--- config.mk ---
export PLATFORM = sky130hd
export DESIGN_NAME = fetch_unit
export DESIGN_NICKNAME = d
export VERILOG_FILES = /design/src/rtl/fetch_pkg.sv /design/src/rtl/fetch_buffer.sv /design/src/rtl/fetch_unit.sv
export SDC_FILE = /design/constraint.sdc
export NUM_CORES = 1
export LEC_CHECK = 0
export ABC_AREA = 1
export CAP_MARGIN = 20
export CORE_MARGIN = 2
export CORE_UTILIZATION = 45
export DETAILED_ROUTE_END_ITERATION = 7
export GPL_ROUTABILITY_DRIVEN = 0
export HOLD_SLACK_MARGIN = 0.12
export SYNTH_ARGS = -nofsm -noshare
export SYNTH_HDL_FRONTEND = slang
export SYNTH_SLANG_ARGS = --single-unit
--- constraint.sdc ---
create_clock -name clk -period 10.9 [get_ports clk]
set_clock_uncertainty 0.05 [all_clocks]
set_input_delay 3.27 -clock clk [delete_from_list [all_inputs] [get_ports clk]]
set_output_delay 3.27 -clock clk [all_outputs]
set_load 0.005 [all_outputs]
--- src/rtl/fetch_pkg.sv ---
// Shared types and constants for the fetch front end.
package fetch_pkg;

  localparam int XLEN    = 32;
  localparam int INSTR_W = 32;

  localparam logic [INSTR_W-1:0] NOP_INSTR = 32'h0000_0013;

  typedef struct packed {
    logic [INSTR_W-1:0] instr;
    logic [XLEN-1:0]    pc;
  } fetch_entry_t;

  function automatic logic [XLEN-1:0] align_pc(input logic [XLEN-1:0] pc);
    return pc & {{(XLEN-2){1'b1}}, 2'b00};
  endfunction

endpackage

--- src/rtl/fetch_buffer.sv ---
// Circular instruction buffer: up to FETCH_WIDTH entries pushed per cycle,
// one popped per cycle, single-cycle flush that drops every held entry.
module fetch_buffer
  import fetch_pkg::*;
#(
  parameter int FETCH_WIDTH = 2,
  parameter int BUF_DEPTH   = 8
) (
  input  logic                               clk_i,
  input  logic                               rst_i,
  input  logic                               flush_i,
  input  logic                               push_i,
  input  logic [$clog2(FETCH_WIDTH+1)-1:0]   push_cnt_i,
  input  fetch_entry_t [FETCH_WIDTH-1:0]     push_data_i,
  input  logic                               pop_i,
  output logic                               valid_o,
  output fetch_entry_t                       head_o,
  output logic [$clog2(BUF_DEPTH):0]         count_o
);

  localparam int AW = $clog2(BUF_DEPTH);
  localparam int CW = AW + 1;
  localparam int PW = $clog2(FETCH_WIDTH + 1);

  fetch_entry_t   mem_q [BUF_DEPTH];
  logic [AW-1:0]  head_q, head_d;
  logic [AW-1:0]  tail_q, tail_d;
  logic [CW-1:0]  count_q, count_d;
  logic           do_pop_s;

  assign valid_o  = (count_q != {CW{1'b0}});
  assign do_pop_s = pop_i & valid_o;
  assign head_o   = mem_q[head_q];
  assign count_o  = count_q;

  // Pointer and occupancy next state; flush wins over push and pop.
  always_comb begin
    head_d  = head_q;
    tail_d  = tail_q;
    count_d = count_q;
    if (flush_i) begin
      head_d  = tail_q;
      count_d = {CW{1'b0}};
    end else begin
      if (push_i) begin
        tail_d  = tail_q + AW'(push_cnt_i);
        count_d = count_q + CW'(push_cnt_i);
      end else begin
        tail_d  = tail_q;
        count_d = count_q;
      end
      if (do_pop_s) begin
        head_d  = head_q + AW'(1);
        count_d = count_d - CW'(1);
      end else begin
        head_d  = head_q;
      end
    end
  end

  // Pointer and occupancy registers.
  always_ff @(posedge clk_i) begin
    if (rst_i) begin
      head_q  <= {AW{1'b0}};
      tail_q  <= {AW{1'b0}};
      count_q <= {CW{1'b0}};
    end else begin
      head_q  <= head_d;
      tail_q  <= tail_d;
      count_q <= count_d;
    end
  end

  // Entry storage; a group may wrap past the last slot.
  always_ff @(posedge clk_i) begin
    if (push_i && !flush_i && !rst_i) begin
      for (int k = 0; k < FETCH_WIDTH; k++) begin
        if (PW'(k) < push_cnt_i) begin
          mem_q[tail_q + AW'(k)] <= push_data_i[k];
        end
      end
    end
  end

endmodule

--- src/rtl/fetch_unit.sv ---
// Front-end fetch stage: PC generation, credit-based memory requests and a
// buffered valid/ready output. Optional FETCH_HALT_ON_ZERO_EN stops on 32'h0.
module fetch_unit
  import fetch_pkg::*;
#(
  parameter int              FETCH_WIDTH = 2,
  parameter int              BUF_DEPTH   = 8,
  parameter logic [XLEN-1:0] RESET_PC    = 32'h0000_0000
) (
  input  logic                           clk,
  input  logic                           rst,
  output logic                           imem_req,
  output logic [XLEN-1:0]                imem_addr,
  input  logic [INSTR_W*FETCH_WIDTH-1:0] imem_rdata,
  input  logic                           redirect_valid,
  input  logic [XLEN-1:0]                redirect_pc,
  output logic                           out_valid,
  input  logic                           out_ready,
  output logic [INSTR_W-1:0]             out_instr,
  output logic [XLEN-1:0]                out_pc,
  output logic                           stop_out
);

  localparam int              CW          = $clog2(BUF_DEPTH) + 1;
  localparam int              PW          = $clog2(FETCH_WIDTH + 1);
  localparam logic [XLEN-1:0] GROUP_BYTES = XLEN'(4 * FETCH_WIDTH);

  logic [XLEN-1:0]              pc_q, pc_d;
  logic [XLEN-1:0]              req_pc_q, req_pc_d;
  logic                         inflight_q, inflight_d;
  logic                         halted_q, halted_d;
  logic [31:0]                  need_s;
  logic                         credit_s;
  logic [CW-1:0]                count_s;
  logic                         buf_valid_s;
  fetch_entry_t                 head_s;
  logic                         push_s;
  logic [PW-1:0]                push_cnt_s;
  fetch_entry_t [FETCH_WIDTH-1:0] push_data_s;

  // Room must remain for the group already in flight plus the new one.
  assign need_s   = 32'(count_s) + (inflight_q ? 32'(FETCH_WIDTH) : 32'd0) + 32'(FETCH_WIDTH);
  assign credit_s = (need_s <= 32'(BUF_DEPTH));
  assign imem_req  = ~rst & ~halted_q & ~redirect_valid & credit_s;
  assign imem_addr = pc_q;

  assign push_s = inflight_q & ~redirect_valid & ~halted_q;

  // Split the returned group into buffer entries tagged with their PCs.
  always_comb begin
    for (int k = 0; k < FETCH_WIDTH; k++) begin
      push_data_s[k].instr = imem_rdata[INSTR_W*k +: INSTR_W];
      push_data_s[k].pc    = req_pc_q + XLEN'(4 * k);
    end
  end

`ifdef FETCH_HALT_ON_ZERO_EN
  logic zero_hit_s;
  logic stop_q;

  // Truncate the group at its first all-zero word.
  always_comb begin
    push_cnt_s = PW'(FETCH_WIDTH);
    zero_hit_s = 1'b0;
    for (int k = FETCH_WIDTH - 1; k >= 0; k--) begin
      if (imem_rdata[INSTR_W*k +: INSTR_W] == 32'h0000_0000) begin
        push_cnt_s = PW'(k);
        zero_hit_s = 1'b1;
      end else begin
        zero_hit_s = zero_hit_s;
      end
    end
  end

  assign stop_out = stop_q | (halted_q & ~buf_valid_s);

  // Sticky program-end flag.
  always_ff @(posedge clk) begin
    if (rst) begin
      stop_q <= 1'b0;
    end else begin
      stop_q <= stop_out;
    end
  end
`else
  assign push_cnt_s = PW'(FETCH_WIDTH);
  assign stop_out   = 1'b0;
`endif

  // PC, in-flight tracking and halt next state; redirect has top priority.
  always_comb begin
    pc_d       = pc_q;
    req_pc_d   = req_pc_q;
    inflight_d = imem_req;
    halted_d   = halted_q;
    if (redirect_valid) begin
      pc_d     = align_pc(redirect_pc);
      halted_d = halted_q & stop_out;
    end else begin
      if (imem_req) begin
        pc_d     = pc_q + GROUP_BYTES;
        req_pc_d = pc_q;
      end else begin
        pc_d     = pc_q;
        req_pc_d = req_pc_q;
      end
`ifdef FETCH_HALT_ON_ZERO_EN
      if (push_s && zero_hit_s) begin
        halted_d = 1'b1;
      end else begin
        halted_d = halted_q;
      end
`endif
    end
  end

  // Control registers.
  always_ff @(posedge clk) begin
    if (rst) begin
      pc_q       <= RESET_PC;
      req_pc_q   <= RESET_PC;
      inflight_q <= 1'b0;
      halted_q   <= 1'b0;
    end else begin
      pc_q       <= pc_d;
      req_pc_q   <= req_pc_d;
      inflight_q <= inflight_d;
      halted_q   <= halted_d;
    end
  end

  fetch_buffer #(
    .FETCH_WIDTH (FETCH_WIDTH),
    .BUF_DEPTH   (BUF_DEPTH)
  ) u_buf (
    .clk_i       (clk),
    .rst_i       (rst),
    .flush_i     (redirect_valid),
    .push_i      (push_s),
    .push_cnt_i  (push_cnt_s),
    .push_data_i (push_data_s),
    .pop_i       (out_ready),
    .valid_o     (buf_valid_s),
    .head_o      (head_s),
    .count_o     (count_s)
  );

  assign out_valid = buf_valid_s;
  assign out_instr = buf_valid_s ? head_s.instr : {INSTR_W{1'b0}};
  assign out_pc    = buf_valid_s ? head_s.pc    : {XLEN{1'b0}};

endmodule

* Word-level counts from Yosys, hierarchy flattened
Memories as Yosys holds them, arrays and structs flattened. A register that Yosys moved wholly into a read port is not among the register bits.
Index checks and enable logic that the tools add are counted.
** Word-level totals
- Register bits :: 75
- Memory bits (writable) :: 512
- Input port bits :: 100
- Output and inout bits :: 99
- Logic and storage cells :: 48
- Memories :: 1
** Memory list
- u_buf.mem_q :: depth 8, width 64, rd ports 1, clocked after memory_dff 1, wr ports 2, RTL line fetch_buffer.sv:25 : fetch_entry_t mem_q [BUF_DEPTH];
** Cells by class
- $add $sub $neg :: 9
- $lt $le $gt $ge :: 1
- Mux-type cells :: 14
- Bitwise logic cells :: 6
- Reduce and logical (&&, ||, !) cells :: 10
** Operators by type and width (count)
- 32-bit two-way mux :: 4
- 32-bit by 3-bit adder with 32-bit output (second input constant) :: 1
- 32-bit by 4-bit adder with 32-bit output (second input constant) :: 1
- 3-bit two-way mux :: 4
- 4-bit two-way mux :: 3
- 3-bit by 1-bit adder with 3-bit output (second input constant) :: 2
- 5-bit by 2-bit adder with 6-bit output (second input constant) :: 1
- 6-bit by 4-bit less-or-equal comparator with 1-bit output (second input constant) :: 1
- 4-bit by 2-bit adder with 5-bit output :: 1
- 4-bit by 2-bit adder with 4-bit output (second input constant) :: 1
- 1-bit AND :: 4
- 2-bit AND reduction :: 2
- 2-bit nonzero test :: 2
- 4-bit nonzero test :: 1
- 4-bit by 1-bit subtractor with 4-bit output (second input constant) :: 1
- 3-bit by 2-bit adder with 3-bit output (second input constant) :: 1
- 1-bit logical AND :: 2
- 1-bit zero test :: 2
- 1-bit two-way mux :: 2
- 2-bit two-way mux :: 1
- 1-bit NOT :: 2
- 2-bit OR reduction :: 1

* Longest topological paths before layout
Gate-level depths: netlist of run 1.
- Depth in word-level cells :: 7
- Depth in mapped cells :: 14
- Gate-level depth less buffers :: 13

* Hierarchy
A second synthesis of run 1 with hierarchy kept.
** Unflattened totals
- Cells, all modules :: 3795
- Area, all modules :: 31395.1 um^2
** By module, submodules not included
- fetch_buffer :: times used 1, cells an instance 3044, area each 26960.9 um^2, sequential area each 15635.0 um^2
- fetch_unit :: times used 1, cells an instance 751, area each 4434.3 um^2, sequential area each 1221.2 um^2

* Least setup slack after synthesis of run 1
Ideal clock, no wire load.
- Kind :: input to register
- Start point :: in redirect_valid
- End point :: mem u_buf.mem_q[0][10] (netlist bit), enable pin
- Library setup time :: 0.608 ns
- Arrival :: 8.835 ns
- Required time :: 10.242 ns
- Slack :: 1.407 ns
- Stages on the path :: 4
- Path buffers :: 1
- Cell sequence :: buf_4 -> nor2_8 -> nand2_1 -> nor2_1
** RTL lines
- start, declared :: RTL line fetch_unit.sv:15 : input logic redirect_valid,
- end, declared :: RTL line fetch_buffer.sv:25

* Worst setup path in the final report of run 1
- Start point :: in redirect_valid
- End point :: out imem_req
** On the way
- Cells in the longest elaborated chain, start to end :: 3
** Ends and longest elaborated chain
- 1-bit NOT (no source line)
- 1-bit AND (2 in a row) :: RTL line fetch_unit.sv:44 : assign imem_req = ~rst & ~halted_q & ~redirect_valid & credit_s;
- end, declared :: RTL line fetch_unit.sv:12 : output logic imem_req,
No other way between the ends.

==> run_summary.xml, run 1 <==
<?xml version="1.0" encoding="UTF-8"?>
<metrics>
  <group name="sta">
    <metric name="timing.final.hold_violations" unit="">0</metric>
    <metric name="max_freq" unit="GHz">0.117</metric>
    <metric name="period_minus_slack" unit="ns">8.56</metric>
    <metric name="rsz0062_at_grt" unit="">no</metric>
    <metric name="final-max-slew-violation-count" unit="">0</metric>
    <metric name="post-route-period-util" unit="%">78.5</metric>
    <metric name="fin_setup_tns" unit="ns">0</metric>
    <metric name="setup_viol" unit="">0</metric>
    <metric name="transition_time_of_the_tightest_slew_check_pin" unit="ns">1.03</metric>
    <metric name="timing.max_slew.rel_slack" unit="%">31.0</metric>
  </group>
  <group name="synthesis">
    <metric name="yosys.area_share.simple" unit="%">13.4</metric>
    <metric name="synth-edff-count" unit="">496</metric>
    <metric name="synthXorXnorAreaFrac" unit="%">1.40</metric>
    <metric name="ys_async_sr_fraction" unit="%">0</metric>
    <metric name="most_area_hungry_cell_type_in_the_yosys_netlist" unit="">sky130_fd_sc_hd__edfxtp_1</metric>
    <metric name="synthAdderAreaFrac" unit="%">0.684</metric>
    <metric name="synth.top_cells.by_area" unit="">sky130_fd_sc_hd__edfxtp_1, sky130_fd_sc_hd__nor2_1, sky130_fd_sc_hd__o21ai_0, sky130_fd_sc_hd__dfxtp_1, sky130_fd_sc_hd__nand2_1</metric>
    <metric name="synth-seq-cells" unit="">569</metric>
    <metric name="complex_gate_fraction_of_the_synthesized_area" unit="%">11.6</metric>
    <metric name="synth_common_cells" unit="">sky130_fd_sc_hd__edfxtp_1, sky130_fd_sc_hd__nor2_1, sky130_fd_sc_hd__o21ai_0</metric>
    <metric name="yosysMostFrequentCell" unit="">sky130_fd_sc_hd__edfxtp_1</metric>
    <metric name="avgSynthCellArea" unit="um2">11.2</metric>
    <metric name="synth_ff_type" unit="">sky130_fd_sc_hd__edfxtp_1</metric>
    <metric name="synth.cell_area" unit="um2">23800</metric>
    <metric name="ys_types" unit="">40</metric>
    <metric name="synth_sequential_area_ratio" unit="%">68.8</metric>
    <metric name="syn_inst" unit="">2124</metric>
    <metric name="synth_top_family_by_area" unit="">simple AND/OR/NAND/NOR gates</metric>
    <metric name="number_of_warnings_reported_in_the_yosys_synthesis_log" unit="">0</metric>
    <metric name="synth.mux.area_fraction" unit="%">0</metric>
    <metric name="yosys.area.top_type_share" unit="%">62.6</metric>
  </group>
  <group name="hold_path">
    <metric name="classification_of_the_worst_slack_hold_path" unit="">flop to flop</metric>
    <metric name="hold-path-endpoint" unit="">u_buf.head_q[0]</metric>
    <metric name="worst_hold_startpoint" unit="">u_buf.head_q[0]</metric>
    <metric name="min_delay_path_depth" unit="">1</metric>
  </group>
  <group name="cts">
    <metric name="clock_tree.buffer_depth" unit="">3</metric>
    <metric name="ctsRootBufferMaster" unit="">sky130_fd_sc_hd__clkbuf_16</metric>
    <metric name="post_cts_resized" unit="">0</metric>
    <metric name="clk-insertion-delay-late" unit="ns">0.61</metric>
    <metric name="tritoncts" unit="">done</metric>
    <metric name="clock_sinks" unit="">569</metric>
    <metric name="post_cts_buffers" unit="">0</metric>
    <metric name="cts.reportedPaths.clkPinSlew" unit="ns">0.06</metric>
    <metric name="cts_buffers" unit="">58</metric>
    <metric name="htree_levels" unit="">2</metric>
    <metric name="postCtsHoldBufs" unit="">0</metric>
  </group>
  <group name="drt">
    <metric name="drcViolationCount" unit="">0</metric>
    <metric name="route.detailed.wl_per_inst" unit="um">18.9</metric>
    <metric name="drt_pass1_iterations" unit="">5</metric>
    <metric name="final_antenna_net_count" unit="">0</metric>
    <metric name="drtIter0Drc" unit="">1134</metric>
    <metric name="detail_route.vias_per_cell" unit="">5.37</metric>
    <metric name="finalWirelength" unit="mm">56.8</metric>
    <metric name="detailroute.via_count" unit="">16100</metric>
  </group>
  <group name="die">
    <metric name="dieArea" unit="um2">54700</metric>
    <metric name="boundary_pin_count" unit="">199</metric>
    <metric name="floorplan.core_area" unit="um2">52400</metric>
    <metric name="row_count" unit="">84</metric>
    <metric name="die_height" unit="um">234</metric>
    <metric name="initial_utilization" unit="%">45.4</metric>
    <metric name="floorplan.die.width" unit="um">234</metric>
  </group>
  <group name="global_routing">
    <metric name="grt.total_usage" unit="%">20.6</metric>
    <metric name="globalRouteMet3Util" unit="%">3.60</metric>
    <metric name="grt_pass1_wl" unit="mm">87.7</metric>
    <metric name="grt_antenna_before_repair" unit="">1</metric>
    <metric name="gr-max-usage-layer" unit="">met2</metric>
    <metric name="number_of_global_route_vias_before_repair" unit="">15700</metric>
    <metric name="grt_max_degree" unit="">125</metric>
    <metric name="grt.overflow.total" unit="">0</metric>
    <metric name="groute.layer.met1.usage" unit="%">28.6</metric>
    <metric name="global_routing_usage_on_met2" unit="%">34.0</metric>
  </group>
  <group name="cells_and_area">
    <metric name="nNetsFinal" unit="">2384</metric>
    <metric name="insertedDiodeCount" unit="">0</metric>
    <metric name="synthToLayoutAreaGrowth" unit="%">17.6</metric>
    <metric name="utilization" unit="%">53.3</metric>
    <metric name="post_route_cells_drive_above_1_share" unit="%">5.13</metric>
  </group>
  <group name="worst_setup_path">
    <metric name="worst_setup_path_start_kind" unit="">input port</metric>
    <metric name="r2r_start" unit="">inflight_q</metric>
    <metric name="worst-path-max-fanout" unit="">33</metric>
    <metric name="timing.rr.end" unit="">imem_addr[10]</metric>
    <metric name="critPathCaptureType" unit="">primary output</metric>
    <metric name="register_to_register_path_depth" unit="">14</metric>
    <metric name="cp_data_required_time" unit="ns">7.58</metric>
    <metric name="r2r_slack" unit="ns">7.93</metric>
    <metric name="critPathArrivalTime" unit="ns">5.24</metric>
    <metric name="setup.worst_path.class" unit="">input port to primary output</metric>
  </group>
  <group name="placed_design">
    <metric name="detailed_place_hpwl" unit="mm">31.2</metric>
    <metric name="io_buffers" unit="">191</metric>
  </group>
  <group name="power">
    <metric name="leakagePower" unit="nW">9.57</metric>
    <metric name="max_rail_drop_vdd" unit="mV">0.126</metric>
    <metric name="powerDensity" unit="nW/um2">163</metric>
  </group>
  <group name="run_status">
    <metric name="run_status" unit="">completed</metric>
  </group>
  <group name="flow_run">
    <metric name="number_of_maximum_capacitance_violations" unit="">0</metric>
  </group>
</metrics>
per-layer routing:
metal | up-vias | share of wire (%)
met5 | - | 0.023
met1 | 7830 | 45
met2 | 411 | 47
met4 | 2 | 1.7
met3 | 73 | 5.7
li1 | 7825 | -
through the flow:
stage	hold WS (ns)	cells	cell area (um2)	setup WS, ns	total power [mW]
6_report	0.474	3006	28000	2.34	4.57
3_3_place_gp	0.428	2897	26200	2.33	2.75
2_1_floorplan	0.391	2128	23800	1.41	2.61
5_1_grt	0.507	3006	28000	2.22	4.73
4_1_cts	0.469	3004	27900	2.31	4.62
3_5_place_dp	0.454	2897	26200	2.33	2.76
worst max path at each step:
stage                        start            endpoint  slack, ns  depth (start not counted)
finish              redirect_valid            imem_req       2.34                          6
global route        redirect_valid            imem_req       2.22                          6
CTS                 redirect_valid            imem_req       2.31                          6
detailed placement  redirect_valid            imem_req       2.33                          6
global placement    redirect_valid            imem_req       2.33                          6
floorplan           redirect_valid  u_buf.mem_q[0][10]       1.41                          4
final cells by class:
cell class | instances | area [um2]
Timing Repair Buffer | 212 | 2140
Clock inverter | 33 | 236
Multi-Input combinational cell | 1343 | 6490
Fill cell | 4492 | 24500
Clock buffer | 74 | 1530
Sequential cell | 569 | 16400
Tap cell | 688 | 861
Inverter | 87 | 339
cells in the final DEF, fill, tap and decap left out, drive strengths merged:
master         instances
o21a                   2
o31ai                  1
edfxtp               496
ha                    13
a21oi                 31
a21boi                 5
dfxtp                 73
nor3                  10
xnor2                 13
a31oi                 63
nand3b                 3
and3                   2
xor2                  25
buf                   21
clkdlybuf4s50        191
and3b                  1
o21bai                 2
nand2                201
nand4                 10
clkinv                28
nor2                 451
o21ai                345
nand3                 94
and2                   1
nor4                   3
o22ai                 62
bufinv                 3
conb                   5
inv                   89
clkbuf                74
registers in the layout, indices dropped and copies added (netlist names), named ones only:
| name | count |
|---|---|
| u_buf.mem_q | 496 |
| inflight_q | 1 |
| imem_addr | 30 |
| u_buf.count_o | 4 |
| u_buf.tail_q | 2 |
| req_pc_q | 30 |
| u_buf.head_q | 3 |
cells by family (layout without fill, tap and decap cells):
| kind of cell | after synthesis | count (layout) |
|---|---|---|
| AO/OA/AOI/OAI | 511 | 511 |
| XOR/XNOR | 38 | 38 |
| adder cells (fa/ha/maj) | 13 | 13 |
| buffers and inverters | 216 | 406 |
| flip-flops | 569 | 569 |
| other | 1 | 5 |
| AND/OR/NAND/NOR | 776 | 776 |
critical path: stages:
cell                              delay, ns
sky130_fd_sc_hd__clkdlybuf4s50_1       0.39
sky130_fd_sc_hd__buf_4                 0.25
sky130_fd_sc_hd__nor2_8                0.22
sky130_fd_sc_hd__a21boi_4              0.19
sky130_fd_sc_hd__buf_4                 0.32
sky130_fd_sc_hd__clkdlybuf4s50_1       0.58
power by group:
| part | total (mW) | switching (mW) | leakage [nW] | internal, mW |
|---|---|---|---|---|
| registers | 2.43 | 0.0345 | 5.21 | 2.39 |
| clock network | 1.86 | 0.802 | 0.869 | 1.06 |
| logic | 0.283 | 0.161 | 3.49 | 0.122 |
Note: power is estimated with default switching activity, not from simulation.
==> run 2: changes to the inputs <==
==> constraint.sdc (replaced) <==
create_clock -name clk -period 8.82 [get_ports clk]
set_clock_uncertainty 0.05 [all_clocks]
set_input_delay 2.646 -clock clk [delete_from_list [all_inputs] [get_ports clk]]
set_output_delay 2.646 -clock clk [all_outputs]
set_load 0.005 [all_outputs]
==> run 2 against run 1 <==
Critical endpoint unchanged. Sequential share of layout area down 0.071 points. Hold slack worse by 0.032 ns. Largest power group unchanged. Combinational power up 22%. Register-to-register slack worse by 2.0 ns.
==> run_summary.xml, run 2 (same netlist as run 1, synthesis figures left out) <==
<?xml version="1.0" encoding="UTF-8"?>
<metrics>
  <group name="placed_design">
    <metric name="io_buffers" unit="">191</metric>
    <metric name="placed_cells" unit="">2898</metric>
    <metric name="place_worst_setup_slack" unit="ns">1.78</metric>
    <metric name="detailed_place_hpwl" unit="mm">31.8</metric>
  </group>
  <group name="sta">
    <metric name="fin_setup_tns" unit="ns">0</metric>
    <metric name="final_setup_margin" unit="ns">1.80</metric>
    <metric name="max_freq" unit="GHz">0.142</metric>
    <metric name="timing.final.hold_violations" unit="">0</metric>
    <metric name="rsz0062_at_grt" unit="">no</metric>
    <metric name="final-max-slew-violation-count" unit="">0</metric>
    <metric name="period_minus_slack" unit="ns">7.02</metric>
    <metric name="timing.max_slew.rel_slack" unit="%">25.1</metric>
    <metric name="post-route-period-util" unit="%">79.6</metric>
    <metric name="transition_time_of_the_tightest_slew_check_pin" unit="ns">1.12</metric>
    <metric name="setup_viol" unit="">0</metric>
  </group>
  <group name="cts">
    <metric name="post_cts_resized" unit="">0</metric>
    <metric name="cts.reportedPaths.clkPinSlew" unit="ns">0.06</metric>
    <metric name="clock_tree.buffer_depth" unit="">3</metric>
    <metric name="cts_buffers" unit="">57</metric>
    <metric name="tritoncts" unit="">done</metric>
    <metric name="clock_sinks" unit="">569</metric>
    <metric name="ctsRootBufferMaster" unit="">sky130_fd_sc_hd__clkbuf_16</metric>
    <metric name="htree_levels" unit="">2</metric>
    <metric name="postCtsHoldBufs" unit="">0</metric>
    <metric name="post_cts_buffers" unit="">0</metric>
    <metric name="clk-insertion-delay-late" unit="ns">0.61</metric>
  </group>
  <group name="power">
    <metric name="max_rail_drop_vdd" unit="mV">0.155</metric>
    <metric name="leakagePower" unit="nW">9.57</metric>
    <metric name="finalPower" unit="mW">5.72</metric>
    <metric name="power_report.internal_total" unit="mW">4.47</metric>
    <metric name="pwr-share-seq" unit="%">52.5</metric>
    <metric name="clkPwrFrac" unit="%">41.4</metric>
    <metric name="power_switching_share" unit="%">21.8</metric>
    <metric name="power.switching" unit="mW">1.25</metric>
    <metric name="powerDensity" unit="nW/um2">204</metric>
    <metric name="power.share.combinational" unit="%">6.1</metric>
  </group>
  <group name="worst_setup_path">
    <metric name="r2r_slack" unit="ns">5.91</metric>
    <metric name="worst-path-max-fanout" unit="">33</metric>
    <metric name="setup.worst_path.class" unit="">input port to primary output</metric>
    <metric name="critPathCaptureType" unit="">primary output</metric>
    <metric name="critPathArrivalTime" unit="ns">4.32</metric>
    <metric name="cp_data_required_time" unit="ns">6.12</metric>
    <metric name="worst_setup_path_start_kind" unit="">input port</metric>
  </group>
  <group name="drt">
    <metric name="finalWirelength" unit="mm">57.3</metric>
    <metric name="drt_pass1_iterations" unit="">6</metric>
    <metric name="drtIter0Drc" unit="">1287</metric>
    <metric name="drcViolationCount" unit="">0</metric>
    <metric name="route.detailed.wl_per_inst" unit="um">19.1</metric>
    <metric name="detailroute.via_count" unit="">16300</metric>
    <metric name="final_antenna_net_count" unit="">0</metric>
    <metric name="detail_route.vias_per_cell" unit="">5.42</metric>
  </group>
  <group name="global_routing">
    <metric name="grt_max_degree" unit="">201</metric>
    <metric name="grt_antenna_before_repair" unit="">3</metric>
    <metric name="grt.total_usage" unit="%">20.8</metric>
    <metric name="grt.overflow.total" unit="">0</metric>
    <metric name="number_of_global_route_vias_before_repair" unit="">15700</metric>
    <metric name="grt_pass1_wl" unit="mm">88.3</metric>
  </group>
  <group name="die">
    <metric name="boundary_pin_count" unit="">199</metric>
    <metric name="floorplan.die.width" unit="um">234</metric>
    <metric name="initial_utilization" unit="%">45.4</metric>
    <metric name="row_count" unit="">84</metric>
    <metric name="die_height" unit="um">234</metric>
    <metric name="floorplan.core_area" unit="um2">52400</metric>
    <metric name="dieArea" unit="um2">54700</metric>
  </group>
  <group name="run_status">
    <metric name="run_status" unit="">completed</metric>
  </group>
  <group name="cells_and_area">
    <metric name="layoutNonFillerInstCount" unit="">3002</metric>
    <metric name="layout.cells.most_common" unit="">sky130_fd_sc_hd__edfxtp_1</metric>
    <metric name="post_route_cells_drive_above_1_share" unit="%">5.40</metric>
    <metric name="fillers" unit="">4489</metric>
    <metric name="nNetsFinal" unit="">2382</metric>
    <metric name="mostFrequentLayoutCells" unit="">sky130_fd_sc_hd__edfxtp_1, sky130_fd_sc_hd__nor2_1, sky130_fd_sc_hd__o21ai_0</metric>
    <metric name="synthToLayoutAreaGrowth" unit="%">17.7</metric>
    <metric name="top_register" unit="">u_buf.mem_q</metric>
    <metric name="number_of_flip_flops_in_the_largest_register" unit="">496</metric>
  </group>
  <group name="flow_run">
    <metric name="number_of_maximum_capacitance_violations" unit="">0</metric>
  </group>
  <group name="hold_path">
    <metric name="classification_of_the_worst_slack_hold_path" unit="">flop to flop</metric>
  </group>
</metrics>
==> run 2: critical path, stage by stage <==
cell,delay (ns)
sky130_fd_sc_hd__clkdlybuf4s50_1,0.39
sky130_fd_sc_hd__buf_4,0.25
sky130_fd_sc_hd__nor2_8,0.22
sky130_fd_sc_hd__a21boi_4,0.26
sky130_fd_sc_hd__clkdlybuf4s50_1,0.55
==> run 2: final timing paths <==
kind | cells after the start | from | end
worst min-delay path | 1 | u_buf.head_q[0] | flop
worst max register to register | 12 | u_buf.count_o[1] | req_pc_q[16]
worst max-delay path | 5 | redirect_valid | imem_req
worst min register to register | 1 | u_buf.head_q[0] | flop
==> run 2: layout make-up <==
type                    count  area, um2  share of cell area, %
flip-flops and latches    569      16400                   58.4
diodes                      1       2.50                0.00894
clock inverters            28        297                   1.06
well taps                 688        861                   3.07
multi-input cells        1343       6490                   23.2
clock buffers              75       1520                   5.44
repair buffers            211       2120                   7.57
inverters                  87        339                   1.21
==> run 2: power groups by stage <==
| stage | combinational [mW] | sequential, mW | clock, mW |
|---|---|---|---|
| after CTS | 0.350 | 3.00 | 2.42 |
| after floorplan | 0.178 | 3.04 | 0 |
| final | 0.346 | 3.00 | 2.37 |
| after detailed placement | 0.348 | 3.06 | 0 |
| after global routing | 0.384 | 3.01 | 2.52 |
| after global placement | 0.341 | 3.06 | 0 |
==> run 2: routing by layer <==
metal / track usage [%] / wire length (um) / up-vias / share of wire, %
met2: 34.0 / 27000 / 458 / 47
met3: 3.87 / 3630 / 95 / 6.3
met5: 0 / 25 / - / 0.044
met4: 6.13 / 1360 / 4 / 2.4
li1: - / - / 7818 / -
met1: 28.5 / 25300 / 7895 / 44
==> run 2: stage by stage <==
stage	utilization (%)	hold slack (ns)	cell area (um2)
after floorplan	-	0.391	23800
after global placement	49.9	0.421	26200
after detailed placement	49.9	0.414	26200
after CTS	53.4	0.431	28000
after global routing	53.4	0.471	28000
final	53.4	0.442	28000
